--- src/rtl/hi_iq_correlator.sv ---
// Falling-edge I/Q (or amplitude) correlator over 2^WIN_LOG2 ADC samples; each
// completed window is shifted out MSB-first on a slow SSP link during the next one.
module hi_iq_correlator #(
  parameter int ADC_W    = 8,
  parameter int WIN_LOG2 = 6,
  parameter int OUT_W    = 8,
  parameter int SHIFT    = 4
) (
  input  logic             ck_1356meg,
  input  logic             rst_n,
  input  logic [ADC_W-1:0] adc_d,
  input  logic             en,
  input  logic [2:0]       sc_log2,
  input  logic [1:0]       mode,
  output logic             ssp_clk,
  output logic             ssp_frame,
  output logic             ssp_din,
  output logic             win_done
);
  localparam int ACC_W = ADC_W + WIN_LOG2 + 1;
  localparam int SR_W  = 2 * OUT_W;
  localparam int AMP_W = (ACC_W + 1 > SR_W) ? ACC_W + 1 : SR_W;
  localparam logic [2:0] K_MAX = 3'(WIN_LOG2 - 1);
  localparam logic signed [ACC_W-1:0] S_MAX = ACC_W'((2 ** (OUT_W - 1)) - 1);
  localparam logic signed [ACC_W-1:0] S_MIN = ~S_MAX;
  localparam logic [AMP_W-1:0] AMP_MAX = AMP_W'({SR_W{1'b1}});

  typedef logic [WIN_LOG2-1:0] cnt_t;

  cnt_t                    cnt_q, cnt_d;
  logic signed [ACC_W-1:0] acc_i_q, acc_i_d, acc_q_q, acc_q_d;
  logic [SR_W-1:0]         sr_q, sr_d;
  logic [2:0]              k_q, k_d, k_in;
  logic                    primed_q, primed_d, idle_q, idle_d;
  logic                    clk_q, clk_d, frame_q, frame_d, done_q, done_d;
  logic signed [ACC_W-1:0] adc_s;
  logic                    ref_i, ref_q;
  logic [ACC_W-1:0]        mag_i, mag_q, mag_hi, mag_lo;
  logic [AMP_W-1:0]        amp, amp_sh;
  logic [SR_W-1:0]         load_val;

  function automatic logic [OUT_W-1:0] sat_s(input logic signed [ACC_W-1:0] v);
    logic signed [ACC_W-1:0] s;
    s = v >>> SHIFT;
    if (s > S_MAX) return S_MAX[OUT_W-1:0];
    if (s < S_MIN) return S_MIN[OUT_W-1:0];
    return s[OUT_W-1:0];
  endfunction

  assign adc_s = signed'({{(ACC_W - ADC_W){1'b0}}, adc_d});
  assign ref_i = ~cnt_q[k_q];
  assign ref_q = ~(cnt_q[k_q] ^ cnt_q[k_q - 3'd1]);

  always_comb begin
    k_in = sc_log2;
    if (sc_log2 < 3'd2)       k_in = 3'd2;
    else if (sc_log2 > K_MAX) k_in = K_MAX;
  end

  // Result formatting; the mode seen at the window boundary selects the format.
  always_comb begin
    mag_i = acc_i_q[ACC_W-1] ? $unsigned(-acc_i_q) : $unsigned(acc_i_q);
    mag_q = acc_q_q[ACC_W-1] ? $unsigned(-acc_q_q) : $unsigned(acc_q_q);
    if (mag_i >= mag_q) begin
      mag_hi = mag_i;
      mag_lo = mag_q;
    end else begin
      mag_hi = mag_q;
      mag_lo = mag_i;
    end
    amp    = AMP_W'(mag_hi) + AMP_W'(mag_lo >> 1);
    amp_sh = amp >> SHIFT;
    if (mode[0]) load_val = (amp_sh > AMP_MAX) ? {SR_W{1'b1}} : amp_sh[SR_W-1:0];
    else         load_val = {sat_s(acc_i_q), sat_s(acc_q_q)};
  end

  always_comb begin
    cnt_d    = cnt_q;
    acc_i_d  = acc_i_q;
    acc_q_d  = acc_q_q;
    sr_d     = sr_q;
    k_d      = k_q;
    idle_d   = idle_q;
    primed_d = primed_q;
    clk_d    = clk_q;
    frame_d  = frame_q;
    done_d   = 1'b0;
    if (!en) begin
      cnt_d    = '0;
      acc_i_d  = '0;
      acc_q_d  = '0;
      sr_d     = '0;
      k_d      = '0;
      idle_d   = 1'b0;
      primed_d = 1'b0;
      clk_d    = 1'b0;
      frame_d  = 1'b0;
    end else begin
      cnt_d = cnt_q + cnt_t'(1);
      if (cnt_q[1:0] == 2'd0)      clk_d = 1'b1;
      else if (cnt_q[1:0] == 2'd2) clk_d = 1'b0;
      if (cnt_q == '0) begin
        k_d      = k_in;
        idle_d   = mode[1];
        primed_d = 1'b1;
        acc_i_d  = adc_s;
        acc_q_d  = adc_s;
        if (primed_q && !mode[1]) begin
          sr_d   = load_val;
          done_d = 1'b1;
        end else begin
          sr_d = '0;
        end
      end else begin
        acc_i_d = ref_i ? acc_i_q + adc_s : acc_i_q - adc_s;
        acc_q_d = ref_q ? acc_q_q + adc_s : acc_q_q - adc_s;
        if (cnt_q[1:0] == 2'd0) sr_d = {sr_q[SR_W-2:0], 1'b0};
      end
      // done_q marks the cycle right after a load, so only loaded windows frame.
      if (cnt_q == cnt_t'(1) && done_q) frame_d = 1'b1;
      else if (cnt_q == cnt_t'(3))      frame_d = 1'b0;
    end
  end

  always_ff @(negedge ck_1356meg or negedge rst_n) begin
    if (!rst_n) begin
      cnt_q    <= '0;
      acc_i_q  <= '0;
      acc_q_q  <= '0;
      sr_q     <= '0;
      k_q      <= '0;
      idle_q   <= 1'b0;
      primed_q <= 1'b0;
      clk_q    <= 1'b0;
      frame_q  <= 1'b0;
      done_q   <= 1'b0;
    end else begin
      cnt_q    <= cnt_d;
      acc_i_q  <= acc_i_d;
      acc_q_q  <= acc_q_d;
      sr_q     <= sr_d;
      k_q      <= k_d;
      idle_q   <= idle_d;
      primed_q <= primed_d;
      clk_q    <= clk_d;
      frame_q  <= frame_d;
      done_q   <= done_d;
    end
  end

  assign ssp_clk   = clk_q & en;
  assign ssp_frame = frame_q & en & ~idle_q;
  assign ssp_din   = sr_q[SR_W-1] & en;
  assign win_done  = done_q & en;
endmodule
--- config.mk ---
export PLATFORM = sky130hd
export DESIGN_NAME = hi_iq_correlator
export DESIGN_NICKNAME = d
export VERILOG_FILES = /design/src/rtl/hi_iq_correlator.sv
export SDC_FILE = /design/constraint.sdc
export NUM_CORES = 1
export LEC_CHECK = 0
export CAP_MARGIN = 25
export CORE_UTILIZATION = 50
export CTS_CLUSTER_SIZE = 30
export DETAILED_ROUTE_END_ITERATION = 10
export PLACE_DENSITY = 0.64
export SETUP_SLACK_MARGIN = 0.15
export SYNTH_ARGS = -nofsm -noshare
export SYNTH_HDL_FRONTEND = slang
export SYNTH_SLANG_ARGS = --single-unit
--- constraint.sdc ---
create_clock -name ck_1356meg -period 7.2 [get_ports ck_1356meg]
set_input_delay 1.44 -clock ck_1356meg [delete_from_list [all_inputs] [get_ports ck_1356meg]]
set_output_delay 1.44 -clock ck_1356meg [all_outputs]
set_load 0.005 [all_outputs]
### Word-level counts from Yosys, hierarchy flattened

Index checks and enable logic that the tools add are counted.

| storage, ports and cells | value |
|---|---|
| flip-flop bits (word level) | 60 |
| bits in latches | 0 |
| RAM bits | 0 |
| memory bits (read-only) | 0 |
| bits of input ports | 16 |
| output and inout port bits | 4 |
| memories | 0 |

| operators by class | value |
|---|---|
| add/subtract/negate cells | 9 |
| multiply operators | 0 |
| div/mod/pow operators | 0 |
| $lt $le $gt $ge | 10 |
| equality and inequality tests | 7 |
| shifts and indexed selects | 0 |
| muxes and demuxes | 56 |
| bitwise gates (word level) | 7 |
| reduce and logical (&&, ||, !) cells | 5 |

Operator list:

| cell | number |
|---|---|
| 15-bit 2-to-1 mux | 10 |
| 16-bit 2-to-1 mux | 6 |
| 8-bit 2-to-1 mux | 8 |
| 15-bit by 9-bit adder with 15-bit output | 2 |
| 15-bit negator | 2 |
| 15-bit by 9-bit subtractor with 15-bit output | 2 |
| 1-bit 2-to-1 mux | 25 |
| 11-bit by 8-bit > comparator with 1-bit output, second input constant | 2 |
| 11-bit by 8-bit < comparator with 1-bit output, second input constant | 2 |
| 15-bit by 14-bit adder with 16-bit output | 1 |
| 12-bit by 16-bit > comparator with 1-bit output, second input constant | 1 |
| 15-bit >= comparator | 1 |
| 3-bit 2-to-1 mux | 4 |
| 3-bit by 1-bit inequality test with 1-bit output, second input constant | 3 |
| 3-bit by 4-bit < comparator with 1-bit output, second input constant | 2 |
| 6-bit by 1-bit adder with 6-bit output, second input constant | 1 |
| 1-bit binary-select mux with 3-bit select | 2 |
| 6-bit by 1-bit equality test with 1-bit output, second input constant | 1 |
| 6-bit by 2-bit equality test with 1-bit output, second input constant | 1 |
| 6-bit zero test | 1 |
| 6-bit 2-to-1 mux | 1 |
| 1-bit bitwise AND | 5 |
| 3-bit > comparator, second input constant | 1 |
| 3-bit by 2-bit < comparator with 1-bit output, second input constant | 1 |
| other kinds (8) | 9 |

### Depth between registers and ports, before layout

Gate-level depths: netlist of run 1.

| logic depth | value |
|---|---|
| word-level depth | 11 |
| mapped depth | 26 |
| mapped depth without buffers | 24 |

==> Implementation_results.wiki, run 1 <==
{| class="wikitable"
! Metric !! Value
|-
| Dominant register cell in the synthesized netlist || sky130_fd_sc_hd__dfrtn_1
|-
| Pin slew with the least headroom to its limit || 856 ps
|-
| Synth area leader || sky130_fd_sc_hd__dfrtn_1
|-
| Count of TritonRoute iterations in the first routing pass || 5
|-
| Clock sink total || 60
|-
| Worst-skew pair later-pin latency || 340 ps
|-
| Number of filler instances in the final layout || 981
|-
| Yosys reg bits || 60
|-
| Wire length of the first global-routing pass || 28.1 mm
|-
| Destination of the worst register-to-register timing path || sr_q[9]$_DFFE_NN0P_
|-
| Start point of the critical path || adc_d[0]
|-
| Number of input and output port buffers inserted || 19
|-
| Residual antenna-violating net count after detailed routing || 0
|-
| Die span in x || 112 um
|-
| Hold violation total from the final report || 0
|-
| Number of flops mapped to enable cells by yosys || 0
|-
| Count of cell types in the netlist || 58
|-
| Antenna fix cells || 0
|-
| Reg2Reg Setup Slack || 690 ps
|-
| Number of antenna violations at the first check in global routing || 0
|-
| CTS max path bufs || 2
|-
| Weighted congestion reported at the end of routability-driven placement || 0.891
|-
| Number of synthesis warnings || 0
|-
| Fraction of layout cells with a size suffix above 1 || 0.199
|-
| Met1 track utilization from global routing || 0.367
|-
| Busiest grt layer || met2
|-
| Start of the worst register-to-register path || acc_i_q[5]$_DFF_NN0_
|-
| Highest net fanout along the worst path || 5
|-
| Kind of start point of the critical path || primary input
|-
| Crit path DAT || 3760 ps
|-
| Max-slew violation count || 0
|-
| Clk Tree Root Cell || sky130_fd_sc_hd__clkbuf_16
|-
| Vias/cell || 5.89
|-
| Die Height || 112 um
|-
| Clock skew after layout || 5.99 ps
|-
| Final setup violation count || 0
|-
| Number of nets produced by synthesis || 833
|-
| Layout Cells excl Fill || 972
|-
| Inst Count DP || 948
|-
| Crit path capture || acc_i_q[13]$_DFF_NN0_
|-
| Worst-case vdd ir drop || 0.162 mV
|-
| Setup slack of the critical path after layout || 1.93 ps
|-
| Post-synthesis instance area || 6090 um2
|-
| Top cells by area in the synthesized netlist || sky130_fd_sc_hd__dfrtn_1 (25%), sky130_fd_sc_hd__ha_1 (13%), sky130_fd_sc_hd__mux2i_1 (5.4%)
|-
| Status || complete, no violations
|-
| Dpl hpwl || 13.0 mm
|-
| Residual DRC || 0
|-
| Static power due to leakage || 0.00361 uW
|-
| Async set-or-reset flop fraction in the synthesized netlist || 1.00
|-
| Instance count of the mapped netlist || 751
|-
| Syn_area_per_cell || 8.11 um2
|-
| RSZ-0062 raised after global routing || true
|-
| Core footprint || 11700 um2
|-
| Via count || 5726
|-
| Num ports || 20
|-
| Average routed wire per standard cell || 17.6 um
|-
| Cell area power density || 344 nW/um2
|-
| Length in cells of the worst reg-to-reg path || 23
|-
| Post-synth top area share || 0.246
|-
| Worst setup slack before clock tree synthesis || -972 ps
|-
| Aggregate routed wire length || 17.1 mm
|-
| WP data required || 3760 ps
|-
| # H-tree levels || 3
|-
| Seq/Total Area, Yosys || 0.246
|-
| Largest net degree at the start of global routing || 34
|-
| Classification of the worst-slack hold path || reg -> reg
|-
| Initial Utilization || 0.522
|-
| Initial detailed-routing violation count || 267
|-
| Area enclosed by the die boundary || 12600 um2
|-
| Slew Limit Headroom || 0.429
|-
| Grt total ovfl || 0
|-
| CTS Hold Buffers Added || 0
|-
| Global-route usage over all layers || 0.284
|-
| Nets@finish || 906
|-
| Number of max-cap violations || 0
|-
| Global-route met2 utilization || 0.475
|-
| Clock-pin slew of the registers on the worst-case setup and hold paths || 50 ps
|-
| Vias in the first global route || 5696
|-
| Syn-to-layout area delta || 24.6%
|-
| Number of buffers added by the clock tree synthesis step || 9
|-
| Crit Path Category || in -> reg
|-
| Met3 Use GR || 0.0464
|-
| TritonCTS clock tree || built
|-
| Row count || 39
|-
| Element type at the critical path end || flop
|}
## where the power goes
| part | leakage, uW | switching (uW) | internal, uW | total (uW) |
|---|---|---|---|---|
| Clock | 0.000156 | 170 | 304 | 475 |
| Combinational | 0.00265 | 893 | 761 | 1650 |
| Sequential | 0.000801 | 89.2 | 390 | 479 |
## logic make-up after synthesis
family	Yosys count	share of synthesized area
AND/OR/NAND/NOR	243	0.192
AO/OA/AOI/OAI	205	0.216
buffers and inverters	72	0.0446
XOR/XNOR	69	0.0992
adder cells (fa/ha/maj)	66	0.138
flip-flops	60	0.246
multiplexers	36	0.0635
## worst max-delay path: stages
cell and delay, ps:
sky130_fd_sc_hd__buf_8 110, sky130_fd_sc_hd__inv_8 40, sky130_fd_sc_hd__ha_4 130, sky130_fd_sc_hd__nand2_2 50, sky130_fd_sc_hd__or3_4 400, sky130_fd_sc_hd__or3_4 390
sky130_fd_sc_hd__nand2_4 90, sky130_fd_sc_hd__ha_4 230, sky130_fd_sc_hd__and2_4 150, sky130_fd_sc_hd__a31o_4 220, sky130_fd_sc_hd__o31ai_4 210, sky130_fd_sc_hd__o21ai_2 100
sky130_fd_sc_hd__xnor2_1 150, sky130_fd_sc_hd__nor2_1 50
## repair_timing
action	CTS	global route
pin swaps	24	20
gates cloned	0	0
endpoints found under the setup margin	21	14
setup buffers	5	1
resized for setup	41	21
## worst min-delay path by stage
stage | startpoint | end | slack, ps | cells past startpoint
2_1_floorplan | cnt_q[0]$_DFF_NN0_ | cnt_q[0]$_DFF_NN0_ | 420 | 1
6_report | cnt_q[0]$_DFF_NN0_ | cnt_q[0]$_DFF_NN0_ | 470 | 1
4_1_cts | cnt_q[0]$_DFF_NN0_ | cnt_q[0]$_DFF_NN0_ | 470 | 1
5_1_grt | primed_q$_DFFE_NN0P_ | primed_q$_DFFE_NN0P_ | 500 | 1
3_3_place_gp | primed_q$_DFFE_NN0P_ | primed_q$_DFFE_NN0P_ | 450 | 1
3_5_place_dp | cnt_q[0]$_DFF_NN0_ | cnt_q[0]$_DFF_NN0_ | 470 | 1
## layout by cell type (no fill, tap or decap), types with 12 or more instances in the layout
cell                              instances
sky130_fd_sc_hd__buf_4                   74
sky130_fd_sc_hd__a21o_1                  13
sky130_fd_sc_hd__nand2_1                 82
sky130_fd_sc_hd__o21ai_1                 12
sky130_fd_sc_hd__nand3_1                 14
sky130_fd_sc_hd__xor2_1                  37
sky130_fd_sc_hd__a21oi_1                 48
sky130_fd_sc_hd__nor2b_1                 12
sky130_fd_sc_hd__and2_1                  17
sky130_fd_sc_hd__o21ai_0                 36
sky130_fd_sc_hd__nor3_1                  14
sky130_fd_sc_hd__inv_1                   34
sky130_fd_sc_hd__dfrtn_1                 60
sky130_fd_sc_hd__xnor2_1                 32
sky130_fd_sc_hd__nor2_1                  44
sky130_fd_sc_hd__mux2i_1                 33
sky130_fd_sc_hd__clkdlybuf4s50_1         12
sky130_fd_sc_hd__ha_1                    57
## cell type report
class	instances	area, um2	area share
clock buffers	9	225	0.0297
flip-flops and latches	60	1500	0.198
repair buffers	95	759	0.100
inverters	39	166	0.0219
clock inverters	7	98.8	0.0130
well taps	143	179	0.0236
multi-input cells	619	4660	0.614
## sequential cells by signal, summed over array words and instances, names as in the netlist, 3 cells and up
signal	cells
cnt_q	6
acc_i_q	15
acc_q_q	15
k_q	3
sr_q	16
## metal layers
layer,vias to the layer above,share of wire
met2,117,0.48
met3,32,0.034
li1,2844,-
met1,2733,0.46
met4,0,0.028
met5,-,0
## synthesized netlist by cell type, types with 19 or more instances
| master | n |
|---|---|
| sky130_fd_sc_hd__clkbuf_1 | 29 |
| sky130_fd_sc_hd__inv_1 | 36 |
| sky130_fd_sc_hd__a21oi_1 | 54 |
| sky130_fd_sc_hd__xnor2_1 | 32 |
| sky130_fd_sc_hd__o21ai_0 | 41 |
| sky130_fd_sc_hd__xor2_1 | 37 |
| sky130_fd_sc_hd__dfrtn_1 | 60 |
| sky130_fd_sc_hd__nand2_1 | 87 |
| sky130_fd_sc_hd__mux2i_1 | 33 |
| sky130_fd_sc_hd__nor2_1 | 45 |
| sky130_fd_sc_hd__ha_1 | 64 |
| sky130_fd_sc_hd__and2_1 | 19 |
## stage by stage
stage	total power [uW]	util	cell area (um2)	TNS (ps)	hold WS, ps
after floorplan	1620	-	6290	-963	422
after global placement	1980	0.602	7030	-14270	454
after detailed placement	2040	0.602	7030	-15660	465
after CTS	2560	0.641	7470	-16.6	465
after global routing	2800	0.651	7590	-469	496
final	2610	0.651	7590	0	466
No activity file was read; power rests on OpenSTA's default activity.
==> inputs of run 2 (changes only) <==
- CTS_CLUSTER_SIZE: 30 -> 24
==> results of run 2 <==
Final layout, timing and power as in run 1 (identical DEF).
==> inputs of run 3 (changes only) <==
- CORE_MARGIN: unset -> 3
- SLEW_MARGIN: unset -> 30
==> Implementation_results.wiki, run 3 (synthesized netlist as in run 1, its figures left out) <==
{| class="wikitable"
! Metric !! Value
|-
| Crit Path Category || in -> reg
|-
| Number of buffers and inverters on the critical path || 2 (unchanged)
|-
| Worst-path cell chain || buf_12 > inv_12 > ha_4 > nand2_2 > or3_4 > or3_4 > nand2_4 > ha_4 > and2_4 > a31o_4 > o31ai_4 > o21ai_2 > xnor2_1 > nor2_1
|-
| Count of TritonRoute iterations in the first routing pass || 5 (unchanged)
|-
| Die Height || 116 um (+3.6%)
|-
| Worst-skew pair later-pin latency || 350 ps (about the same)
|-
| Core footprint || 11700 um2 (unchanged)
|-
| Top library cells by usage in the layout, fill and taps aside || sky130_fd_sc_hd__buf_4 (81), sky130_fd_sc_hd__nand2_1 (80), sky130_fd_sc_hd__dfrtn_1 (60)
|-
| Most common cell after layout, fill and taps aside || sky130_fd_sc_hd__buf_4
|-
| Worst-case vdd ir drop || 0.225 mV (+39%)
|-
| Met1 track utilization from global routing || 0.345 (-0.0215)
|-
| Row count || 39 (unchanged)
|-
| Area enclosed by the die boundary || 13500 um2 (+7.2%)
|-
| Pin slew with the least headroom to its limit || 835 ps (-21.4 ps)
|-
| Slew Limit Headroom || 0.443 (+0.0142)
|-
| Number of buffers added by the clock tree synthesis step || 9 (unchanged)
|-
| Busiest grt layer || met2
|-
| Static power due to leakage || 0.00361 uW (about the same)
|-
| Die span in x || 116 um (+3.6%)
|-
| CTS max path bufs || 2 (unchanged)
|-
| Status || complete, no violations
|-
| Grt total ovfl || 0 (unchanged)
|-
| Setup slack of the critical path after layout || 0.0453 ps (-1.89 ps)
|-
| Residual antenna-violating net count after detailed routing || 0 (unchanged)
|-
| Final setup violation count || 0 (unchanged)
|-
| Sum Neg Setup Slack || 0 ps (unchanged)
|-
| Clock-pin slew of the registers on the worst-case setup and hold paths || 40 ps (about the same)
|-
| Via count || 5742 (+0.28%)
|-
| Antenna fix cells || 0 (unchanged)
|-
| Worst setup slack before clock tree synthesis || -985 ps (-12.8 ps)
|-
| Classification of the worst-slack hold path || reg -> reg
|-
| Number of antenna violations at the first check in global routing || 0 (unchanged)
|-
| Syn-to-layout area delta || 24.4%
|-
| Dpl hpwl || 13.1 mm (+0.85%)
|-
| Global-route usage over all layers || 0.261 (-0.0227)
|-
| Max-slew violation count || 0 (unchanged)
|-
| Gate family responsible for the most delay along the worst path || simple AND/OR/NAND/NOR gates
|-
| Clock skew after layout || 5.12 ps (-0.864 ps)
|-
| Fraction of layout cells with a size suffix above 1 || 0.202 (+0.00336)
|-
| Kind of start point of the critical path || primary input
|-
| Number of input and output port buffers inserted || 19 (unchanged)
|-
| Crit path DAT || 3760 ps (about the same)
|-
| Initial Utilization || 0.522 (unchanged)
|-
| Cell area power density || 335 nW/um2 (-2.5%)
|-
| # H-tree levels || 3 (unchanged)
|-
| Global-route met2 utilization || 0.426 (-0.0486)
|-
| Crit path largest cell delay || 430 ps (+30 ps)
|-
| Highest net fanout along the worst path || 4 (-1)
|-
| Largest net degree at the start of global routing || 38 (+12%)
|-
| Residual DRC || 0 (unchanged)
|-
| Vias/cell || 5.87 (-0.34%)
|-
| Nets@finish || 912 (+0.66%)
|-
| Number of flip-flops in the largest register || 16 (unchanged)
|-
| Register with the highest flop count || sr_q
|-
| Clk Tree Root Cell || sky130_fd_sc_hd__clkbuf_16
|-
| RSZ-0062 raised after global routing || true
|-
| TritonCTS clock tree || built
|-
| Met3 Use GR || 0.0389 (-0.00758)
|-
| WP data required || 3760 ps (about the same)
|-
| Num ports || 20 (unchanged)
|-
| Element type at the critical path end || flop
|-
| Vias in the first global route || 5517 (-3.1%)
|-
| Initial detailed-routing violation count || 360 (+35%)
|-
| Number of max-cap violations || 0 (unchanged)
|-
| Weighted congestion reported at the end of routability-driven placement || 0.948 (+6.3%)
|-
| Wire length of the first global-routing pass || 27.6 mm (-1.8%)
|-
| Number of filler instances in the final layout || 983 (+0.20%)
|-
| Largest registers || sr_q: 16 flops, acc_i_q: 15 flops, acc_q_q: 15 flops
|-
| Clock sink total || 60 (unchanged)
|-
| Critical path's slowest cell || sky130_fd_sc_hd__or3_4
|-
| Hold violation total from the final report || 0 (unchanged)
|-
| Aggregate routed wire length || 17.1 mm (-0.22%)
|-
| Average routed wire per standard cell || 17.5 um (-0.83%)
|}
[run 3: changes by cell type in the layout (fill, tap and decap cells not counted), sizes merged]
| cell | change |
|---|---|
| bufinv | -2 |
| clkinvlp | +1 |
| buf | +6 |
| clkinv | +1 |
[run 3: routing by layer]
metal | vias up | share of wire
met5 | - | 0
met4 | 0 | 0.034
met3 | 36 | 0.038
met2 | 110 | 0.47
met1 | 2750 | 0.45
li1 | 2846 | -
[run 3: layout make-up]
class | count | area [um2] | share of cell area
well taps | 143 | 179 | 0.0236
inverters | 39 | 166 | 0.0220
clock buffers | 9 | 225 | 0.0297
repair buffers | 101 | 807 | 0.106
clock inverters | 7 | 51.3 | 0.00677
flip-flops and latches | 60 | 1500 | 0.198
multi-input cells | 619 | 4650 | 0.613
[run 3: through the flow]
stage,std cells,total power [uW],hold slack [ps],utilization,cell area (um2)
after global routing,978,2740,482,0.650,7580
after detailed placement,949,2040,467,0.604,7040
after CTS,971,2500,468,0.638,7450
after global placement,949,1980,453,0.603,7030
after floorplan,751,1620,422,-,6290
final,978,2540,470,0.650,7580
[run 3: worst register-to-register path, stage by stage (launching register included)]
cell and delay, ps:
sky130_fd_sc_hd__dfrtn_1 460, sky130_fd_sc_hd__or4_1 620, sky130_fd_sc_hd__nor4_1 290, sky130_fd_sc_hd__inv_2 80, sky130_fd_sc_hd__or3_1 350, sky130_fd_sc_hd__o31ai_1 250, sky130_fd_sc_hd__xor2_1 280, sky130_fd_sc_hd__inv_1 80
sky130_fd_sc_hd__ha_1 280, sky130_fd_sc_hd__nand2_1 60, sky130_fd_sc_hd__nor2_1 140, sky130_fd_sc_hd__nand2_1 100, sky130_fd_sc_hd__o21ai_4 440, sky130_fd_sc_hd__mux2i_1 280, sky130_fd_sc_hd__ha_1 290, sky130_fd_sc_hd__a21o_1 190
sky130_fd_sc_hd__a21o_1 190, sky130_fd_sc_hd__a311o_1 370, sky130_fd_sc_hd__a21o_1 270, sky130_fd_sc_hd__a2111oi_4 390, sky130_fd_sc_hd__a21oi_2 140, sky130_fd_sc_hd__a21oi_1 200, sky130_fd_sc_hd__xor2_1 280, sky130_fd_sc_hd__a41oi_1 180
[run 3: what timing repair did]
item | in CTS | in global routing
pin swaps | 27 | 22
setup buffers | 6 | 7
hold buffers | 0 | 0
endpoints found under the setup margin | 21 | 16
gates resized for setup | 42 | 13
[run 3: worst paths after layout]
path	start	end	slack, ps	depth (start not counted)
min in group asynchronous	rst_n	acc_i_q[9]$_DFF_NN0_	4410	1
worst max register to register	acc_i_q[5]$_DFF_NN0_	sr_q[9]$_DFFE_NN0P_	800	23
worst max-delay path	adc_d[1]	acc_i_q[13]$_DFF_NN0_	0.05	14
max in group asynchronous	rst_n	sr_q[4]$_DFFE_NN0P_	2040	2
worst min register to register	primed_q$_DFFE_NN0P_	primed_q$_DFFE_NN0P_	470	1
worst min-delay path	primed_q$_DFFE_NN0P_	primed_q$_DFFE_NN0P_	470	1
[run 3: where the power goes]
group	switching, uW	internal (uW)
Clock	176	234
Sequential	90.3	390
Combinational	890	760
